### config.mk
export PLATFORM = sky130hd
export DESIGN_NAME = hazard_stall_ctrl
export DESIGN_NICKNAME = d
export VERILOG_FILES = /design/src/rtl/hazard_stall_ctrl.sv
export SDC_FILE = /design/constraint.sdc
export NUM_CORES = 1
export LEC_CHECK = 0
export ABC_AREA = 1
export BUFFER_PORTS_ARGS = -buffer_cell sky130_fd_sc_hd__buf_2
export CORE_AREA = 2 2 39 41
export DETAILED_ROUTE_END_ITERATION = 6
export DIE_AREA = 0 0 41 43
export MAX_ROUTING_LAYER = met4
export PLACE_DENSITY = 0.67
export SYNTH_ARGS = -nofsm -noshare
export SYNTH_HDL_FRONTEND = slang
export SYNTH_SLANG_ARGS = --single-unit
### constraint.sdc
create_clock -name clk -period 1 [get_ports clk]
set_input_delay 0.05 -clock clk [delete_from_list [all_inputs] [get_ports clk]]
set_output_delay 0.05 -clock clk [all_outputs]
set_load 0.005 [all_outputs]
### src/rtl/hazard_stall_ctrl.sv
// hazard_stall_ctrl: pipeline stall/flush controller with load-use, flag, BR-register and memory-busy handling.
// Optional STALL_STATS_EN adds saturating stall/bubble/flush counters.
module hazard_stall_ctrl #(
    parameter int REG_W  = 4,
    parameter int FLAG_W = 3
`ifdef STALL_STATS_EN
    , parameter int CNT_W = 16
`endif
) (
    input  logic              clk,
    input  logic              rst,
    input  logic [REG_W-1:0]  id_rs,
    input  logic [REG_W-1:0]  id_rt,
    input  logic              id_uses_rs,
    input  logic              id_uses_rt,
    input  logic              id_branch,
    input  logic              id_br_reg,
    input  logic              branch_taken,
    input  logic              ex_memread,
    input  logic              ex_regwrite,
    input  logic [REG_W-1:0]  ex_dst,
    input  logic [FLAG_W-1:0] ex_fwr,
    input  logic              imem_busy,
    input  logic              dmem_busy,
    input  logic              halt_wb,
    output logic              pc_wren,
    output logic              ifid_wren,
    output logic              ifid_flush,
    output logic              idex_wren,
    output logic              idex_flush,
    output logic              exmem_wren,
    output logic              memwb_wren,
    output logic              halted,
    output logic [1:0]        ctrl_state
`ifdef STALL_STATS_EN
    , output logic [CNT_W-1:0] stall_cycles
    , output logic [CNT_W-1:0] bubble_cnt
    , output logic [CNT_W-1:0] flush_cnt
`endif
);
    typedef enum logic [1:0] {RUN = 2'd0, DWAIT = 2'd1, IWAIT = 2'd2, HALT = 2'd3} state_t;

    state_t state, state_nx;
    logic   halted_q;
    logic   dst_ok, lu, fh, bh, hz;

    // r0 is hardwired zero, so a producer targeting it never creates a dependency
    assign dst_ok = ex_dst != '0;
    assign lu = ex_memread & dst_ok & ((id_uses_rs & (id_rs == ex_dst)) | (id_uses_rt & (id_rt == ex_dst)));
    assign fh = id_branch & (ex_fwr != '0);
    assign bh = id_br_reg & ex_regwrite & dst_ok & (id_rs == ex_dst);
    assign hz = lu | fh | bh;

    always_comb begin
        state_nx   = RUN;
        pc_wren    = 1'b1;
        ifid_wren  = 1'b1;
        ifid_flush = 1'b0;
        idex_wren  = 1'b1;
        idex_flush = 1'b0;
        exmem_wren = 1'b1;
        memwb_wren = 1'b1;
        if (state == HALT || halt_wb) begin
            state_nx   = HALT;
            pc_wren    = 1'b0;
            ifid_wren  = 1'b0;
            idex_wren  = 1'b0;
            exmem_wren = 1'b0;
            memwb_wren = 1'b0;
        end else if (dmem_busy) begin
            state_nx   = DWAIT;
            pc_wren    = 1'b0;
            ifid_wren  = 1'b0;
            idex_wren  = 1'b0;
            exmem_wren = 1'b0;
            memwb_wren = 1'b0;
        end else if (imem_busy || hz) begin
            state_nx   = imem_busy ? IWAIT : RUN;
            pc_wren    = 1'b0;
            ifid_wren  = 1'b0;
            idex_flush = 1'b1;
        end else if (branch_taken) begin
            ifid_flush = 1'b1;
        end
    end

    always_ff @(posedge clk or negedge rst) begin
        if (!rst) begin
            state    <= RUN;
            halted_q <= 1'b0;
        end else begin
            state    <= state_nx;
            halted_q <= state_nx == HALT;
        end
    end

    assign halted     = halted_q | halt_wb;
    assign ctrl_state = state;

`ifdef STALL_STATS_EN
    always_ff @(posedge clk or negedge rst) begin
        if (!rst) begin
            stall_cycles <= '0;
            bubble_cnt   <= '0;
            flush_cnt    <= '0;
        end else if (state != HALT) begin
            if (!pc_wren && stall_cycles != '1) stall_cycles <= stall_cycles + 1'b1;
            if (idex_flush && bubble_cnt != '1) bubble_cnt <= bubble_cnt + 1'b1;
            if (ifid_flush && flush_cnt != '1) flush_cnt <= flush_cnt + 1'b1;
        end
    end
`endif
endmodule

==> summary.txt, run 1 <==
Die
  – IO Count: 37
  – Die ar.: 0.00176 sq mm
  – Starting Density: 0.269
  – Die Span Y: 43 microns
  – Die X: 41 microns
  – Core box area: 0.00138 sq mm
  – Row count: 14

Clock tree
  – TritonCTS Buffers: 3
  – Clock tree sinks: 3
  – Worst-path clk slew: 0.03 ns
  – Clk buf depth: 2
  – Worst-Skew Late Latency: 0.23 ns
  – CTS tree: done
  – Root Driver: clkbuf_4
  – CTS H-tree lvls: 1

Global route
  – First-pass GRT wire length: 1430 microns
  – Largest net degree at the start of global routing: 5
  – Met3 GRT Util: 0.0471
  – GRT overflow: 0
  – M1 GR Usage: 0.106
  – Initial antenna violation count: 0
  – Met2 usage: 0.213
  – Grt peak-use layer: met2
  – GRT Resource Usage Total: 0.119
  – Vias in the first global route: 425

Pwr
  – Worst vdd ir: 0.354 mV
  – Power per cell area: 724 mW/mm^2
  – Pleak: 0.384 nW

Flow run
  – Maxcap violations: 0

Timing
  – Setup TNS: -1.81 ns
  – Skew final: 0.00508 ns
  – Setup ws final: -0.290 ns
  – Tcrit/Tclk final: 1.29
  – Fmax: 0.775 GHz
  – Max-slew violations: 0
  – Slew Limit Headroom: 0.898
  – Final-report setup violation count: 8
  – Final Hold Fails: 0
  – RSZ-0062 raised after global routing: true
  – Actual slew at the worst max-slew pin: 0.152 ns
  – Crit path time final: 1.29 ns

Synthesis
  – Seq cells post-synth: 3
  – Synth Instances: 60
  – Compound-Gate Fraction of Synth Area: 0.0842
  – Synth Warn #: 0
  – Post-synth cell types: 17
  – Synth Area in Simple Gates: 0.461
  – Synth Area in XOR/XNOR: 0.0707
  – Syn nets: 87
  – Fraction of synthesized area in multiplexers: 0
  – Post-Syn Area: 372 sq um
  – Largest family of logic cells by synthesized area: simple AND/OR/NAND/NOR gates
  – Syn_area_per_cell: 6.19 sq um
  – Seq/Total Area, Yosys: 0.202
  – Adder-cell area share of the yosys netlist: 0

Worst setup path
  – CP Capture Type: output port
  – Crit-path max cell delay: 0.38 ns
  – Worst path cell trace: a21oi_2 -> inv_2 -> nor2_8 -> inv_2 -> a21oi_2 -> buf_2
  – Crit start category: flop
  – Top delay family on crit path: flip-flops
  – Arr. time, crit path: 1.24 ns
  – Crit Path Max Fanout: 3
  – Category of the most critical setup path: reg -> out
  – Buf+Inv Stages, Crit Path: 3
  – CP Data Required Time: 0.95 ns
  – Critical-path top delay cell: dfrtp_1

Final layout
  – # fillers: 141
  – ANT cells: 0
  – Layout cell share with drive strength beyond 1: 0.540
  – Finished Cell Area: 634 sq um
  – Most common cell after layout, fill and taps aside: buf_2
  – Layout Utilization: 0.458
  – Most frequent cells in the layout: buf_2 (34), nand2_1 (19), inv_1 (8), nor2_1 (8), inv_2 (4)
  – Final Net Count: 128
  – P&R area growth vs syn: 70.7%

Placed design
  – Post-detail-place hpwl: 779 microns
  – Gpl congestion: 0.651
  – # port buffers: 36
  – Area post-placement: 568 sq um

Detailed routing
  – Drt first pass iters: 2
  – DRC viols: 0
  – Vias per cell: 4.02
  – WL final: 862 microns
  – Total number of vias: 466
  – Post-DRT Antenna Nets: 0
  – Routed wire length per instance: 7.43 microns
  – Initial drt markers: 2

Run status
  – Failing checks: setup timing
  – Status: finished, violations left

Worst hold path
  – Class of the worst hold path: in -> reg
sequential cells by signal (all words and copies together), names as in the netlist:
register and flops:
halted_q 1, ctrl_state 2
path summary, 6_finish.rpt:
path                          startpoint       endpoint  cells past startpoint  slack, ns
setup reg to reg           ctrl_state[1]  ctrl_state[0]                      5      -0.01
hold / removal                   halt_wb  ctrl_state[1]                      3       0.07
hold reg to reg            ctrl_state[0]  ctrl_state[1]                      2       0.52
setup / recovery           ctrl_state[1]     idex_flush                      6      -0.29
min in group asynchronous            rst       halted_q                      2       0.15
max in group asynchronous            rst  ctrl_state[0]                      2       0.74
metrics by stage:
stage / power (mW) / worst slack, ns / cells / hold slack [ns]
floorplan: 0.177 / -0.0173 / 60 / -0.246
global placement: 0.247 / -0.0154 / 111 / -0.153
detailed placement: 0.249 / -0.0736 / 111 / -0.153
CTS: 0.469 / -0.299 / 117 / 0.0739
global route: 0.504 / -0.391 / 116 / 0.0781
finish: 0.460 / -0.290 / 116 / 0.0731
area by class of cell:
class / count / area, sq um / area share
multi-input cells: 42 / 246 / 0.389
repair buffers: 39 / 221 / 0.349
flip-flops and latches: 3 / 75.1 / 0.118
inverters: 12 / 45.0 / 0.0710
clock buffers: 4 / 26.3 / 0.0414
well taps: 16 / 20.0 / 0.0316
cell families after synthesis:
group | Yosys count
flip-flops | 3
XOR/XNOR | 3
buffers and inverters | 15
AND/OR/NAND/NOR | 35
AO/OA/AOI/OAI | 4
synth_stat cells:
cell type	number	area (sq um)
inv_2	2	7.51
nand2_2	1	6.26
xor2_1	3	26.3
or2_2	1	6.26
o21ai_0	1	5.00
nand2_1	19	71.3
nand3_1	2	10.0
a21oi_1	2	10.0
inv_1	10	37.5
nor2_2	1	6.26
dfrtp_1	3	75.1
a21oi_4	1	16.3
buf_4	3	22.5
nand3_2	1	10.0
or3_4	1	11.3
nor2_8	1	20.0
nor2_1	8	30.0
worst reg2reg max path, cell delays in order, from the launching register on:
cell     delay [ns]
dfrtp_1        0.38
a21oi_2        0.17
inv_2          0.08
nor2_8         0.11
inv_2          0.06
buf_6          0.10
where the power goes:
group / switching (mW) / leakage, nW / internal, mW
sequential: 0.00000000220 / 0.0262 / 0.122
clock: 0.0589 / 0.0150 / 0.149
combinational: 0.0637 / 0.343 / 0.0656
metal layers:
| metal | vias up | wire (microns) | share of wire |
|---|---|---|---|
| met5 | - | 0 | 0 |
| met4 | 0 | 0 | 0 |
| met3 | 0 | 91 | 0.11 |
| li1 | 253 | - | - |
| met1 | 189 | 308 | 0.36 |
| met2 | 24 | 462 | 0.54 |
what timing repair did:
item	CTS	global route
hold buffers	1	0
pin swaps	1	1
resized for setup	5	3
cloned	0	0
endpoints found under the setup margin	9	9
hold endpoints to repair	3	0
setup buffers	1	0
Power figures use the tool's default switching activity.
==> run 2: changes to the inputs <==
CELL_PAD_IN_SITES_DETAIL_PLACEMENT = 0   (was default)
CELL_PAD_IN_SITES_GLOBAL_PLACEMENT = 1   (was default)
CORE_AREA = default   (was 2 2 39 41)
CORE_MARGIN = 2   (was default)
CORE_UTILIZATION = 18   (was default)
DIE_AREA = default   (was 0 0 41 43)
PLACE_DENSITY = 0.7   (was 0.67)
==> run 2 against run 1 <==
The run still ends with setup timing left. Combinational power hardly changed. Clock skew down 0.0048 ns. Routed wire length is 7.0% higher. Hold slack worse by 0.029 ns. Flip-flop and latch count unchanged. Maximum frequency rose by 1.0%. Non-clock buffer count unchanged. Critical path type unchanged. Highest routed layer is now met4.
==> summary.txt, run 2 (synthesis gave the netlist of run 1 again) <==
Run status
  – Status: finished, violations left
  – Failing checks: setup timing

Timing
  – Final Hold Fails: 0 (unchanged)
  – Fmax: 0.783 GHz (+1.0%)
  – Final-report setup violation count: 8 (unchanged)
  – Max-slew violations: 0 (unchanged)
  – Setup ws final: -0.277 ns (+0.0132 ns)
  – Actual slew at the worst max-slew pin: 0.132 ns (-0.0195 ns)
  – Slew Limit Headroom: 0.912 (+0.0139)
  – Crit path time final: 1.28 ns (-0.0132 ns)
  – RSZ-0062 raised after global routing: true
  – Tcrit/Tclk final: 1.28 (-0.0132)
  – Skew final: 0.000253 ns (-0.00483 ns)

Final layout
  – Final Net Count: 128 (unchanged)
  – Layout cell share with drive strength beyond 1: 0.530 (-0.0100)
  – P&R area growth vs syn: 68.0%
  – Non-Filler Instances: 127 (+9.5%)
  – ANT cells: 0 (unchanged)
  – Most frequent cells in the layout: buf_2 (36), nand2_1 (19), inv_1 (9)
  – Max reg flops: 2 (unchanged)
  – Layout Utilization: 0.318 (-0.140)
  – Most common cell after layout, fill and taps aside: buf_2

Worst setup path
  – CP Data Required Time: 0.95 ns (about the same)
  – Buf+Inv Stages, Crit Path: 2 (-1)
  – Crit start category: flop
  – Reg2reg setup slack: -0.01 ns (about the same)
  – Worst path cell trace: a21oi_2 -> inv_2 -> nor2_8 -> nand3_2 -> nor2_2 -> buf_2
  – Arr. time, crit path: 1.23 ns (about the same)
  – Crit path from: ctrl_state[0]
  – CP Capture Type: output port
  – Crit-path max cell delay: 0.38 ns (about the same)
  – Critical-path top delay cell: dfrtp_1
  – Category of the most critical setup path: reg -> out
  – Top delay family on crit path: flip-flops
  – R2r startpoint: ctrl_state[0]
  – Crit Path Max Fanout: 3 (unchanged)

Global route
  – First-pass GRT wire length: 1520 microns (+6.3%)
  – GRT overflow: 0 (unchanged)
  – Largest net degree at the start of global routing: 5 (unchanged)
  – Vias in the first global route: 435 (+2.4%)
  – Initial antenna violation count: 0 (unchanged)
  – GRT Resource Usage Total: 0.0865 (-0.0328)

Clock tree
  – CTS tree: done
  – Post-CTS Setup Bufs: 0 (-1)
  – Worst-path clk slew: 0.04 ns (about the same)
  – TritonCTS Buffers: 3 (unchanged)
  – Root Driver: clkbuf_4
  – Clk buf depth: 2 (unchanged)
  – CTS H-tree lvls: 1 (unchanged)
  – Worst-Skew Late Latency: 0.23 ns (about the same)
  – Clock tree sinks: 3 (unchanged)

Detailed routing
  – Total number of vias: 462 (-0.86%)
  – Vias per cell: 3.64 (-9.4%)
  – WL final: 922 microns (+7.0%)
  – DRC viols: 0 (unchanged)
  – Drt first pass iters: 2 (unchanged)
  – Initial drt markers: 2 (unchanged)
  – Post-DRT Antenna Nets: 0 (unchanged)
  – Routed wire length per instance: 7.26 microns (-2.3%)

Die
  – Die ar.: 0.00244 sq mm (+39%)
  – Core box area: 0.00196 sq mm (+42%)
  – Die Span Y: 49.4 microns (+15%)
  – Die X: 49.4 microns (+21%)
  – IO Count: 37 (unchanged)
  – Row count: 16 (+2)
  – Starting Density: 0.189 (-0.0791)

Placed design
  – # port buffers: 36 (unchanged)
  – Post-detail-place hpwl: 803 microns (+3.1%)
  – Placed cell count: 122 (+9.9%)
  – Gpl congestion: 0.653 (+0.37%)

Pwr
  – Worst vdd ir: 0.275 mV (-22%)
  – Power per cell area: 744 mW/mm^2 (+2.7%)
  – Tot Pwr: 465 uW (+1.1%)
  – Pleak: 0.377 nW (-1.7%)

Worst hold path
  – Hold path start: halt_wb
  – Class of the worst hold path: in -> reg

Flow run
  – Maxcap violations: 0 (unchanged)
[run 2: cell counts in the layout (fill, tap and decap cells not counted)]
Identical to the previous run, type by type.
[run 2: area by class of cell]
class / count / area, sq um
Tap cell: 27 / 33.8
Clock buffer: 4 / 26.3
Multi-Input combinational cell: 42 / 239
Timing Repair Buffer: 39 / 205
Sequential cell: 3 / 75.1
Inverter: 12 / 45.0
Fill cell: 235 / 1340
[run 2: final timing paths]
| path | depth (start not counted) | to |
|---|---|---|
| max | 6 | ifid_flush |
| min | 3 | ctrl_state[1] |
| max reg2reg | 5 | ctrl_state[0] |
| min reg2reg | 2 | ctrl_state[1] |
| max in group asynchronous | 2 | halted_q |
| min in group asynchronous | 2 | ctrl_state[1] |
[run 2: power by group]
| part | switching (mW) | internal [mW] |
|---|---|---|
| logic | 0.0636 | 0.0655 |
| registers | 0.00000000000825 | 0.122 |
| clock network | 0.0637 | 0.150 |
[run 2: metrics by stage]
stage / hold slack [ns] / instance area [sq um] / setup slack, ns / setup TNS, ns
finish: 0.0444 / 624 / -0.277 / -1.69
global route: 0.0909 / 624 / -0.361 / -2.33
CTS: 0.0449 / 621 / -0.292 / -1.75
detailed placement: -0.153 / 582 / -0.0368 / -0.0695
global placement: -0.154 / 582 / -0.0296 / -0.0544
floorplan: -0.246 / 375 / -0.0173 / -0.0173
[run 2: worst register-to-register path: stages, from the launching register on]
cell and delay (ns):
dfrtp_1 0.38, a21oi_2 0.16, inv_2 0.08, nor2_8 0.09, inv_1 0.06, buf_4 0.12
[run 2: what timing repair did]
| action | CTS | global route |
|---|---|---|
| resized for setup | 1 | 1 |
| pin swaps | 0 | 1 |
| hold buffers | 1 | 0 |
| endpoints found under the hold margin | 3 | 0 |
| setup endpoints to repair | 8 | 8 |
[run 2: routing by layer]
metal  global-route usage  part of all wire  routed length (microns)
met1               0.0870              0.42                      388
met2                0.137              0.47                      433
met3               0.0184             0.072                       66
met4               0.0833             0.037                       34
met5                    -                 0                        0
==> run 3: changes to the inputs <==
--- a/config.mk
+++ b/config.mk
@@ -10,4 +10,5 @@
 export CELL_PAD_IN_SITES_DETAIL_PLACEMENT = 0
 export CELL_PAD_IN_SITES_GLOBAL_PLACEMENT = 1
+export CORE_ASPECT_RATIO = 0.8
 export CORE_MARGIN = 2
 export CORE_UTILIZATION = 18
@@ -15,4 +16,5 @@
 export MAX_ROUTING_LAYER = met4
 export PLACE_DENSITY = 0.7
+export SLEW_MARGIN = 15
 export SYNTH_ARGS = -nofsm -noshare
 export SYNTH_HDL_FRONTEND = slang
==> constraint.sdc (replaced) <==
create_clock -name clk -period 1 [get_ports clk]
set_input_delay 0.2 -clock clk [delete_from_list [all_inputs] [get_ports clk]]
set_output_delay 0.2 -clock clk [all_outputs]
set_load 0.005 [all_outputs]
==> run 3 against run 2 <==
The run still ends with setup timing left. Combinational power grew 8%. Critical path type unchanged. Critical endpoint unchanged. Worst setup slack lost 0.18 ns. Highest routed layer is now met3. First-iteration DRC count grew to 3.0 times the previous value. Power grew 0.97%. Via count grew 1.9%. Clock power shrank 2%.
==> summary.txt, run 3 (synthesis gave the netlist of run 1 again) <==
Worst setup path
  – R2R cell count: 5 (unchanged)
  – Reg2reg setup slack: -0.03 ns (-0.02 ns)
  – Crit start category: flop
  – CP Data Required Time: 0.80 ns (-0.15 ns)
  – R2r startpoint: ctrl_state[0]
  – Worst path cell trace: a21oi_2 -> inv_2 -> nor2_8 -> nand3_4 -> nor2_2 -> buf_2
  – Top delay family on crit path: flip-flops
  – Category of the most critical setup path: reg -> out
  – Crit path from: ctrl_state[0]
  – Crit-path max cell delay: 0.39 ns (about the same)
  – Critical-path top delay cell: dfrtp_1
  – CP Capture Type: output port
  – WP depth: 6 (unchanged)
  – Critical Path End: ifid_flush
  – Buf+Inv Stages, Crit Path: 2 (unchanged)
  – Arr. time, crit path: 1.26 ns (+0.03 ns)
  – Crit Path Max Fanout: 3 (unchanged)
  – R2r endpoint: ctrl_state[0]

Clock tree
  – Clk buf depth: 2 (unchanged)
  – Worst-Skew Late Latency: 0.23 ns (about the same)
  – Worst-path clk slew: 0.04 ns (about the same)
  – CTS H-tree lvls: 1 (unchanged)
  – Root Driver: clkbuf_4
  – Clock tree sinks: 3 (unchanged)
  – CTS tree: done
  – TritonCTS Buffers: 3 (unchanged)

Die
  – Row count: 14 (-2)
  – Core box area: 0.00191 sq mm (-2.7%)
  – IO Count: 37 (unchanged)
  – Starting Density: 0.195 (+0.00521)
  – Die X: 54.8 microns (+11%)
  – Die ar.: 0.00245 sq mm (+0.10%)
  – Die Span Y: 44.6 microns (-9.7%)

Worst hold path
  – Hold Path Cell Cnt: 2 (-1)
  – Class of the worst hold path: in -> reg

Detailed routing
  – Routed wire length per instance: 7.85 microns (+8.1%)
  – Vias per cell: 3.62 (-0.40%)
  – Post-DRT Antenna Nets: 0 (unchanged)
  – Initial drt markers: 6 (+4)
  – DRC viols: 0 (unchanged)
  – Drt first pass iters: 2 (unchanged)
  – WL final: 1020 microns (+11%)
  – Total number of vias: 471 (+1.9%)

Global route
  – Largest net degree at the start of global routing: 5 (unchanged)
  – Vias in the first global route: 498 (+14%)
  – First-pass GRT wire length: 1810 microns (+19%)
  – GRT Resource Usage Total: 0.106 (+0.0192)
  – GRT overflow: 0 (unchanged)
  – Initial antenna violation count: 0 (unchanged)

Placed design
  – # port buffers: 36 (unchanged)
  – Gpl congestion: 0.756 (+16%)
  – Post-detail-place hpwl: 858 microns (+6.8%)
  – Post-placement worst setup slack: -0.327 ns (-0.291 ns)

Final layout
  – Most common cell after layout, fill and taps aside: buf_2
  – Most frequent cells in the layout: buf_2 (32), nand2_1 (19), inv_1 (8), nor2_1 (8)
  – P&R area growth vs syn: 89.9%
  – Layout cell share with drive strength beyond 1: 0.566 (+0.0360)
  – Layout Utilization: 0.370 (+0.0514)
  – Max reg flops: 2 (unchanged)
  – Final Net Count: 134 (+4.7%)
  – ANT cells: 0 (unchanged)

Timing
  – WHS: 0.239 ns (+0.194 ns)
  – Final-report setup violation count: 10 (+2)
  – Final Hold Fails: 0 (unchanged)
  – Fmax: 0.684 GHz (-13%)
  – Slew Limit Headroom: 0.893 (-0.0183)
  – RSZ-0062 raised after global routing: true
  – Setup ws final: -0.461 ns (-0.184 ns)
  – Skew final: 0.000893 ns (+0.000640 ns)
  – Tcrit/Tclk final: 1.46 (+0.184)
  – Actual slew at the worst max-slew pin: 0.160 ns (+0.0274 ns)
  – Crit path time final: 1.46 ns (+0.184 ns)
  – Setup TNS: -3.22 ns (-1.53 ns)
  – Max-slew violations: 0 (unchanged)

Pwr
  – Power per cell area: 665 mW/mm^2 (-11%)
  – Worst vdd ir: 0.243 mV (-11%)
  – Pleak: 0.418 nW (+11%)
  – Tot Pwr: 469 uW (+0.97%)

Run status
  – Failing checks: setup timing
  – Status: finished, violations left

Flow run
  – Maxcap violations: 0 (unchanged)
==> run 3: where the power goes <==
| part | internal, mW | total (mW) | switching, mW | leakage [nW] |
|---|---|---|---|---|
| Combinational | 0.0727 | 0.139 | 0.0663 | 0.377 |
| Sequential | 0.122 | 0.122 | 0.00000000221 | 0.0262 |
| Clock | 0.149 | 0.208 | 0.0587 | 0.0150 |
| Total | 0.344 | 0.469 | 0.125 | 0.418 |
==> run 3: metrics by stage <==
stage | cells | cell area (sq um)
floorplan | 60 | 375
global placement | 122 | 601
detailed placement | 122 | 601
CTS | 130 | 679
global route | 130 | 706
finish | 130 | 706
==> run 3: metal layers <==
metal	global-route usage	vias to the layer above	share of wire	wire (microns)
li1	-	267	-	-
met1	0.116	189	0.46	474
met2	0.176	15	0.48	494
met3	0.0101	0	0.050	51
met4	0.0750	0	0	0
met5	-	-	0	0
==> run 3: what timing repair did <==
item                                    4_1_cts  5_1_grt
resized for setup                             5        5
pin swaps                                     1        1
hold buffers                                  1        0
endpoints found under the hold margin         3        0
buffers inserted                              3        1
endpoints found under the setup margin        9       10
==> run 3: layout make-up <==
| class | count | area, sq um |
|---|---|---|
| repair buffers | 45 | 283 |
| clock buffers | 4 | 26.3 |
| inverters | 12 | 45.0 |
| multi-input cells | 42 | 246 |
| well taps | 24 | 30.0 |
| fillers | 217 | 1200 |
| flip-flops and latches | 3 | 75.1 |
==> run 3: how the worst min path moves through the flow <==
| stage | startpoint | to | slack, ns |
|---|---|---|---|
| floorplan | rst | ctrl_state[0] | -0.1 |
| global placement | rst | ctrl_state[0] | -0.004 |
| detailed placement | rst | halted_q | -0.002 |
| CTS | halt_wb | ctrl_state[1] | 0.21 |
| global route | dmem_busy | ctrl_state[1] | 0.26 |
| finish | dmem_busy | ctrl_state[1] | 0.24 |
